**config.mk**
```make
export PLATFORM = sky130hd
export DESIGN_NAME = duc_ddc_apb_initiator
export DESIGN_NICKNAME = d
export VERILOG_FILES = /design/src/rtl/duc_ddc_apb_initiator.sv
export SDC_FILE = /design/constraint.sdc
export NUM_CORES = 1
export LEC_CHECK = 0
export ABC_AREA = 1
export ABC_CLOCK_PERIOD_IN_PS = 3300
export CAP_MARGIN = 20
export CORE_ASPECT_RATIO = 2
export CORE_UTILIZATION = 40
export CTS_CLUSTER_DIAMETER = 30
export DETAILED_ROUTE_END_ITERATION = 12
export PLACE_DENSITY = 0.75
export SKIP_LAST_GASP = 1
export SYNTH_ARGS = -nofsm -noshare
export SYNTH_HDL_FRONTEND = slang
export SYNTH_SLANG_ARGS = --single-unit
```
**constraint.sdc**
```tcl
create_clock -name clk -period 3.3 [get_ports clk]
set_input_delay 0.495 -clock clk [delete_from_list [all_inputs] [get_ports clk]]
set_output_delay 0.495 -clock clk [all_outputs]
set_load 0.005 [all_outputs]
```
**src/rtl/duc_ddc_apb_initiator.sv**
```systemverilog
// APB3 initiator for the DUC/DDC core register port: turns a valid/ready command
// stream into single APB transfers, bounded by a wait-state timeout.
module duc_ddc_apb_initiator #(
    parameter int ADDR_WIDTH     = 12,
    parameter int DATA_WIDTH     = 32,
    parameter int TIMEOUT_CYCLES = 256
) (
    input  logic                  clk,
    input  logic                  reset,
    input  logic                  cmd_valid,
    output logic                  cmd_ready,
    input  logic                  cmd_write,
    input  logic [ADDR_WIDTH-1:0] cmd_addr,
    input  logic [DATA_WIDTH-1:0] cmd_wdata,
    output logic                  rsp_valid,
    input  logic                  rsp_ready,
    output logic [DATA_WIDTH-1:0] rsp_rdata,
    output logic                  rsp_err,
    output logic                  rsp_timeout,
    output logic                  sreg_presetn,
    output logic                  sreg_psel,
    output logic                  sreg_penable,
    output logic                  sreg_pwrite,
    output logic [ADDR_WIDTH-1:0] sreg_paddr,
    output logic [DATA_WIDTH-1:0] sreg_pwdata,
    input  logic [DATA_WIDTH-1:0] sreg_prdata,
    input  logic                  sreg_pready,
    input  logic                  sreg_pslverr
);

    typedef enum logic [1:0] {
        S_IDLE   = 2'd0,
        S_SETUP  = 2'd1,
        S_ACCESS = 2'd2,
        S_RESP   = 2'd3
    } state_t;

    localparam logic [15:0] LP_WAIT_LAST = 16'(TIMEOUT_CYCLES - 1);

    state_t                r_state;
    state_t                w_next;
    logic [15:0]           r_wait_cnt;
    logic                  r_presetn_q1;
    logic                  r_presetn;
    logic                  r_psel;
    logic                  r_penable;
    logic                  r_pwrite;
    logic [ADDR_WIDTH-1:0] r_paddr;
    logic [DATA_WIDTH-1:0] r_pwdata;
    logic                  r_rsp_valid;
    logic [DATA_WIDTH-1:0] r_rsp_rdata;
    logic                  r_rsp_err;
    logic                  r_rsp_timeout;
    logic                  w_accept;
    logic                  w_expire;

    assign w_accept = (r_state == S_IDLE) && cmd_valid;
    assign w_expire = (r_state == S_ACCESS) && !sreg_pready && (r_wait_cnt == LP_WAIT_LAST);

    always_ff @(posedge clk) begin
        if (reset) begin
            r_state <= S_IDLE;
        end else begin
            r_state <= w_next;
        end
    end

    always_comb begin
        w_next = r_state;
        case (r_state)
            S_IDLE:   if (cmd_valid) w_next = S_SETUP;
            S_SETUP:  w_next = S_ACCESS;
            S_ACCESS: if (sreg_pready || w_expire) w_next = S_RESP;
            S_RESP:   if (rsp_ready) w_next = S_IDLE;
            default:  w_next = S_IDLE;
        endcase
    end

    // APB strobes and rsp_valid are registered from the next state so every output is a flop
    always_ff @(posedge clk) begin
        if (reset) begin
            r_presetn_q1  <= 1'b0;
            r_presetn     <= 1'b0;
            r_psel        <= 1'b0;
            r_penable     <= 1'b0;
            r_pwrite      <= 1'b0;
            r_paddr       <= '0;
            r_pwdata      <= '0;
            r_wait_cnt    <= '0;
            r_rsp_valid   <= 1'b0;
            r_rsp_rdata   <= '0;
            r_rsp_err     <= 1'b0;
            r_rsp_timeout <= 1'b0;
        end else begin
            r_presetn_q1 <= 1'b1;
            r_presetn    <= r_presetn_q1;
            r_psel       <= (w_next == S_SETUP) || (w_next == S_ACCESS);
            r_penable    <= (w_next == S_ACCESS);
            r_rsp_valid  <= (w_next == S_RESP);

            if (w_accept) begin
                r_pwrite <= cmd_write;
                r_paddr  <= cmd_addr;
                r_pwdata <= cmd_wdata;
            end

            if (r_state == S_SETUP) begin
                r_wait_cnt <= '0;
            end else if ((r_state == S_ACCESS) && !sreg_pready && !w_expire) begin
                r_wait_cnt <= r_wait_cnt + 16'd1;
            end

            // pready wins over an expiring counter in the same cycle
            if ((r_state == S_ACCESS) && sreg_pready) begin
                r_rsp_rdata   <= r_pwrite ? '0 : sreg_prdata;
                r_rsp_err     <= sreg_pslverr;
                r_rsp_timeout <= 1'b0;
            end else if (w_expire) begin
                r_rsp_rdata   <= '0;
                r_rsp_err     <= 1'b1;
                r_rsp_timeout <= 1'b1;
            end
        end
    end

    assign cmd_ready    = (r_state == S_IDLE) && !reset;
    assign rsp_valid    = r_rsp_valid;
    assign rsp_rdata    = r_rsp_rdata;
    assign rsp_err      = r_rsp_err;
    assign rsp_timeout  = r_rsp_timeout;
    assign sreg_presetn = r_presetn;
    assign sreg_psel    = r_psel;
    assign sreg_penable = r_penable;
    assign sreg_pwrite  = r_pwrite;
    assign sreg_paddr   = r_paddr;
    assign sreg_pwdata  = r_pwdata;

endmodule

```
# Word-level counts from Yosys, hierarchy flattened
# Cells that the tools add are included.
classes:
  n_addsub: 1
  eq_ne: 7
  muxes: 10
  reduce_logical: 15
ops:
  columns: ["cell", "count"]
  rows:
  - ["$mux W32", 3]
  - ["$add A16 B1 Y16 const B", 1]
  - ["$eq A16 B8 Y1 const B", 1]
  - ["$eq A2 B2 Y1 const B", 4]
  - ["$pmux W2 S4", 1]
  - ["$logic_and A1 B1 Y1", 6]
  - ["$mux W2", 3]
  - ["$eq A2 B1 Y1 const B", 2]
  - ["$reduce_or A2 Y1", 2]
  - ["$logic_not A1 Y1", 3]
  - ["$mux W1", 3]
  - ["$logic_not A2 Y1", 1]
  - ["$logic_or A1 B1 Y1", 2]
  - ["$reduce_bool A2 Y1", 1]
totals:
  register_bits: 102
  input_bits: 83
  out_inout_bits: 84

# Logic depth before layout (Yosys ltp)
logic_depth:
  depth_word: 8
  mapped_depth: 10

# Least setup slack after synthesis
# OpenSTA, ideal clock, no wires.
synth_path:
  path_type: "flip-flop to flip-flop"
  start: "register r_wait_cnt[0]"
  end: "register r_psel, in the netlist sreg_psel"
  arrival_ns: 1.465
  required_ns: 3.171
  slack_ns: 1.706
  stages_incl_launch_ff: 9
  period_less_slack_ns: 1.594
  path_cell_list: "dfxtp_1 -> ha_1 -> nand3_4 -> nor2_8 -> nand3_4 -> nand4_1 -> inv_1 -> ha_1 -> nor2_1"
synth_via:
  elab_chain_cells: 7
synth_lines:
  columns: ["item", "line", "source"]
  rows:
  - ["from (decl)", "42", "logic [15:0] r_wait_cnt;"]
  - ["from (signal assigned)", "110", "r_wait_cnt <= r_wait_cnt + 16'd1;"]
  - ["$eq A16 B8 Y1 *", "58", "assign w_expire = (r_state == S_ACCESS) && !sreg_pready && (r_wait_cnt == LP_WAIT_LAST);"]
  - ["$logic_and A1 B1 Y1 *", "58", null]
  - ["$logic_or A1 B1 Y1 *", "73", "S_ACCESS: if (sreg_pready || w_expire) w_next = S_RESP;"]
  - ["$mux W2 *", "73", null]
  - ["$pmux W2 S4 *", "70", "case (r_state)"]
  - ["net w_next[0]", "41", "state_t w_next;"]
  - ["$eq A2 B1 Y1 or $eq A2 B2 Y1 (tied branches)", "97", "r_psel <= (w_next == S_SETUP) || (w_next == S_ACCESS);"]
  - ["$logic_or A1 B1 Y1 *", "97", null]
  - ["to (signal assigned)", "97", null]
  - ["to (decl)", "45", "logic r_psel;"]
# The timed path passes the listed nets; every way through them passes the cells marked *.
# A chain may end at the register's enable or synchronous reset.

# Worst setup path in the final report
# Same ends and word-level chain as after synthesis.

==> flow_summary.yaml <==
pwr:
  p_comb_frac: 0.182
  p_clk_frac: 0.361
  switching_share: 0.251
  power_density_nw_per_um2: 485
  power_leakage_nw: 2.35
  switchingPower_uw: 755
  seqPwrFrac: 0.457
  peakVddDrop_mv: 0.431
  p_int_mw: 2.26
sta:
  fin_crit_ns: 2.14
  clock.fmax_ghz: 0.467
  tns_ns: 0
  tightest_slew_ns: 0.788
  skew_ns: 0.00468
  fin_crit_sh: 0.649
  setup_slack_ns: 1.16
  rsz0062_at_grt: "false"
  slew_headroom: 0.474
  slew_violations: 0
  finalSetupViolCount: 0
  finalHoldViolations: 0
final_layout:
  diodes: 0
  nets: 778
  area_growth_pct: 46.9
  drive_gt1_frac: 0.0918
  fin_cells: 832
min_path:
  holdPathStages: 2
  holdCritStartpoint: "r_presetn_q1$_DFF_P_"
  holdPathEnd: "sreg_presetn$_SDFF_PP0_"
  hp-class: "flop to flop"
synth:
  syn-num-nets: 628
  syn_area_sq_um: 4230
  synth_area_leader_cell: "dfxtp_1"
  synthTopCellsByCount: "116 x nor2_1, 102 x dfxtp_1, 93 x nand2_1, 48 x o21ai_0, 40 x nand3_1"
  yosysUniqueCellTypes: 28
  syn_inst: 542
  ys_seq_elements: 102
  ys_warn_count: 0
  async_flop_share: 0
  synth_ff_type: "dfxtp_1"
  synth_edf_count: 0
  synth.most_common_cell: "nor2_1"
  synthTopCellsByArea: "dfxtp_1 48%, nor2_1 10%, nand2_1 8.3%"
  synth.avg_cell_area_sq_um: 7.80
  seq_area_frac_synth: 0.483
  netlist.area_leader.share: 0.483
global_route:
  antenna_found_initial: 0
  grt_pass1_vias: 4095
  grt_pass1_wl_um: 18500
  grt.total_usage: 0.217
  gr-total-overflow: 0
  grt_max_degree: 49
routing:
  drt-initial-drc-count: 182
  drcViolationCount: 0
  drtPass1Iterations: 4
  routed_wl_um: 11500
  wire_per_inst_um: 13.8
  ant_nets: 0
  vias: 4082
  via_per_inst: 4.91
setup_path:
  arrival_ns: 2.42
  cp-start-kind: "flop"
  timing.rr.start: "r_wait_cnt[0]$_SDFFE_PP0P_"
  reg2reg_to: "sreg_psel$_SDFF_PP0_"
  critical_path.slowest_cell: "dfxtp_1"
  worstPathCellList: "ha_1 > nand3_4 > nor2_8 > nand3_4 > nand4_1 > inv_1 > ha_1 > nor2_1"
  crit_fanout: 35
  r2r_setup_slack_ns: 1.16
  crit_type: "flop to flop"
  endpoint_kind: "flop"
  max_stage_delay_ns: 0.38
  cp.required_ns: 3.57
  r2r.worst_path.cells: 8
cts:
  cts_setup_buffers: 0
  cts_buffers: 9
  htreeDepth: 3
  insertion_delay_ns: 0.34
  path_clk_slew_ns: 0.07
  cts.repair.resized: 0
  cts-root-buf: "clkbuf_16"
  cts_sinks: 102
  clockBufferDepth: 2
  cts_tree: "done"
  cts_hold_buf: 0
placement:
  post-place-ws_ns: 0.938
  dp_hpwl_um: 8380
  dp_cells: 816
  routabilityCongestion: 0.828
  io_buffers: 166
floorplan:
  ios: 167
  start_util: 0.414
  die_w_um: 74.7
  coreArea_sq_um: 10200
  die_area_sq_um: 11000
  fp.dieH_um: 147
  num_rows: 52
flow_run:
  drv_cap: 0
run_status:
  outcome: "finished, final reports clean"
## how the worst max path moves through the flow
stage | cells past startpoint | from | endpoint
6_report | 8 | r_wait_cnt[0]$_SDFFE_PP0P_ | sreg_psel$_SDFF_PP0_
5_1_grt | 8 | r_wait_cnt[0]$_SDFFE_PP0P_ | sreg_psel$_SDFF_PP0_
4_1_cts | 8 | r_wait_cnt[0]$_SDFFE_PP0P_ | sreg_psel$_SDFF_PP0_
3_5_place_dp | 7 | sreg_pready | sreg_psel$_SDFF_PP0_
3_3_place_gp | 7 | sreg_pready | sreg_psel$_SDFF_PP0_
2_1_floorplan | 8 | r_wait_cnt[0]$_SDFFE_PP0P_ | sreg_psel$_SDFF_PP0_
## layer usage
layer  share of wire  up-vias  global-route usage  wire [um]
li1                -     2040                   -          -
met1            0.36     1862               0.220       4100
met2            0.54      163               0.394       6250
met3           0.080       17              0.0682        917
met4           0.019        0              0.0906        219
met5               0        -                   0          0
## layout by cell type, fill, tap and decap left out
master	n
nand2_4	2
ha_1	3
buf_2	1
inv_2	2
nand2_2	10
bufinv_16	1
buf_4	3
clkinv_2	2
xor2_1	3
nor2_8	4
clkinvlp_4	1
inv_1	25
xnor2_1	4
a21oi_1	28
or2_4	1
nor2_4	1
nand3_4	2
dfxtp_1	102
clkdlybuf4s50_1	165
clkbuf_8	2
a21oi_2	19
inv_6	1
nand3_1	40
clkbuf_16	9
inv_4	2
nand2_1	93
o21ai_0	48
a211oi_2	1
nand4_1	5
nor2_1	116
nor3_1	1
## final cells by class
class | count | area (sq um)
fill | 933 | 4000
inverter | 29 | 114
tap | 135 | 169
clock buffer | 11 | 253
timing repair buffer | 169 | 1680
multi-input combinational | 381 | 1900
clock inverter | 5 | 56.3
sequential | 102 | 2040
## cell families (layout without fill, tap and decap cells)
| group | Yosys count | in the layout | share of synthesized area |
|---|---|---|---|
| buffers and inverters | 59 | 214 | 0.0683 |
| flip-flops | 102 | 102 | 0.483 |
| AND/OR/NAND/NOR | 275 | 275 | 0.293 |
| adder cells (fa/ha/maj) | 3 | 3 | 0.00887 |
| AO/OA/AOI/OAI | 96 | 96 | 0.132 |
| XOR/XNOR | 7 | 7 | 0.0145 |
## registers in the layout, indices dropped and copies added, names as in the netlist
register,cells
r_presetn_q1,1
r_state,2
r_wait_cnt,16
rsp_err,1
rsp_rdata,32
rsp_timeout,1
rsp_valid,1
sreg_paddr,12
sreg_penable,1
sreg_presetn,1
sreg_psel,1
sreg_pwdata,32
sreg_pwrite,1
## power groups by stage
stage / Combinational, mW / Sequential (mW) / Clock, mW
6_report: 0.548 / 1.38 / 1.09
4_1_cts: 0.556 / 1.38 / 1.11
2_1_floorplan: 0.229 / 1.41 / 0
3_3_place_gp: 0.542 / 1.40 / 0
3_5_place_dp: 0.551 / 1.40 / 0
5_1_grt: 0.608 / 1.39 / 1.15
## worst max-delay path: cells and delay by family, from the launching register on
kind,cells,cell delay (ns)
fa+ha+maj,2,0.55
buf+inv,1,0.06
flops,1,0.38
simple gates,5,1.07
## through the flow
step / total power, mW / hold WS, ns / utilization / instance area, sq um
after floorplan: 1.64 / 0.388 / - / 4230
after global placement: 1.94 / 0.398 / 0.578 / 5900
after detailed placement: 1.95 / 0.407 / 0.578 / 5900
after CTS: 3.04 / 0.417 / 0.608 / 6210
after global routing: 3.15 / 0.450 / 0.608 / 6210
final: 3.01 / 0.410 / 0.608 / 6210
Power figures use the tool's default switching activity.
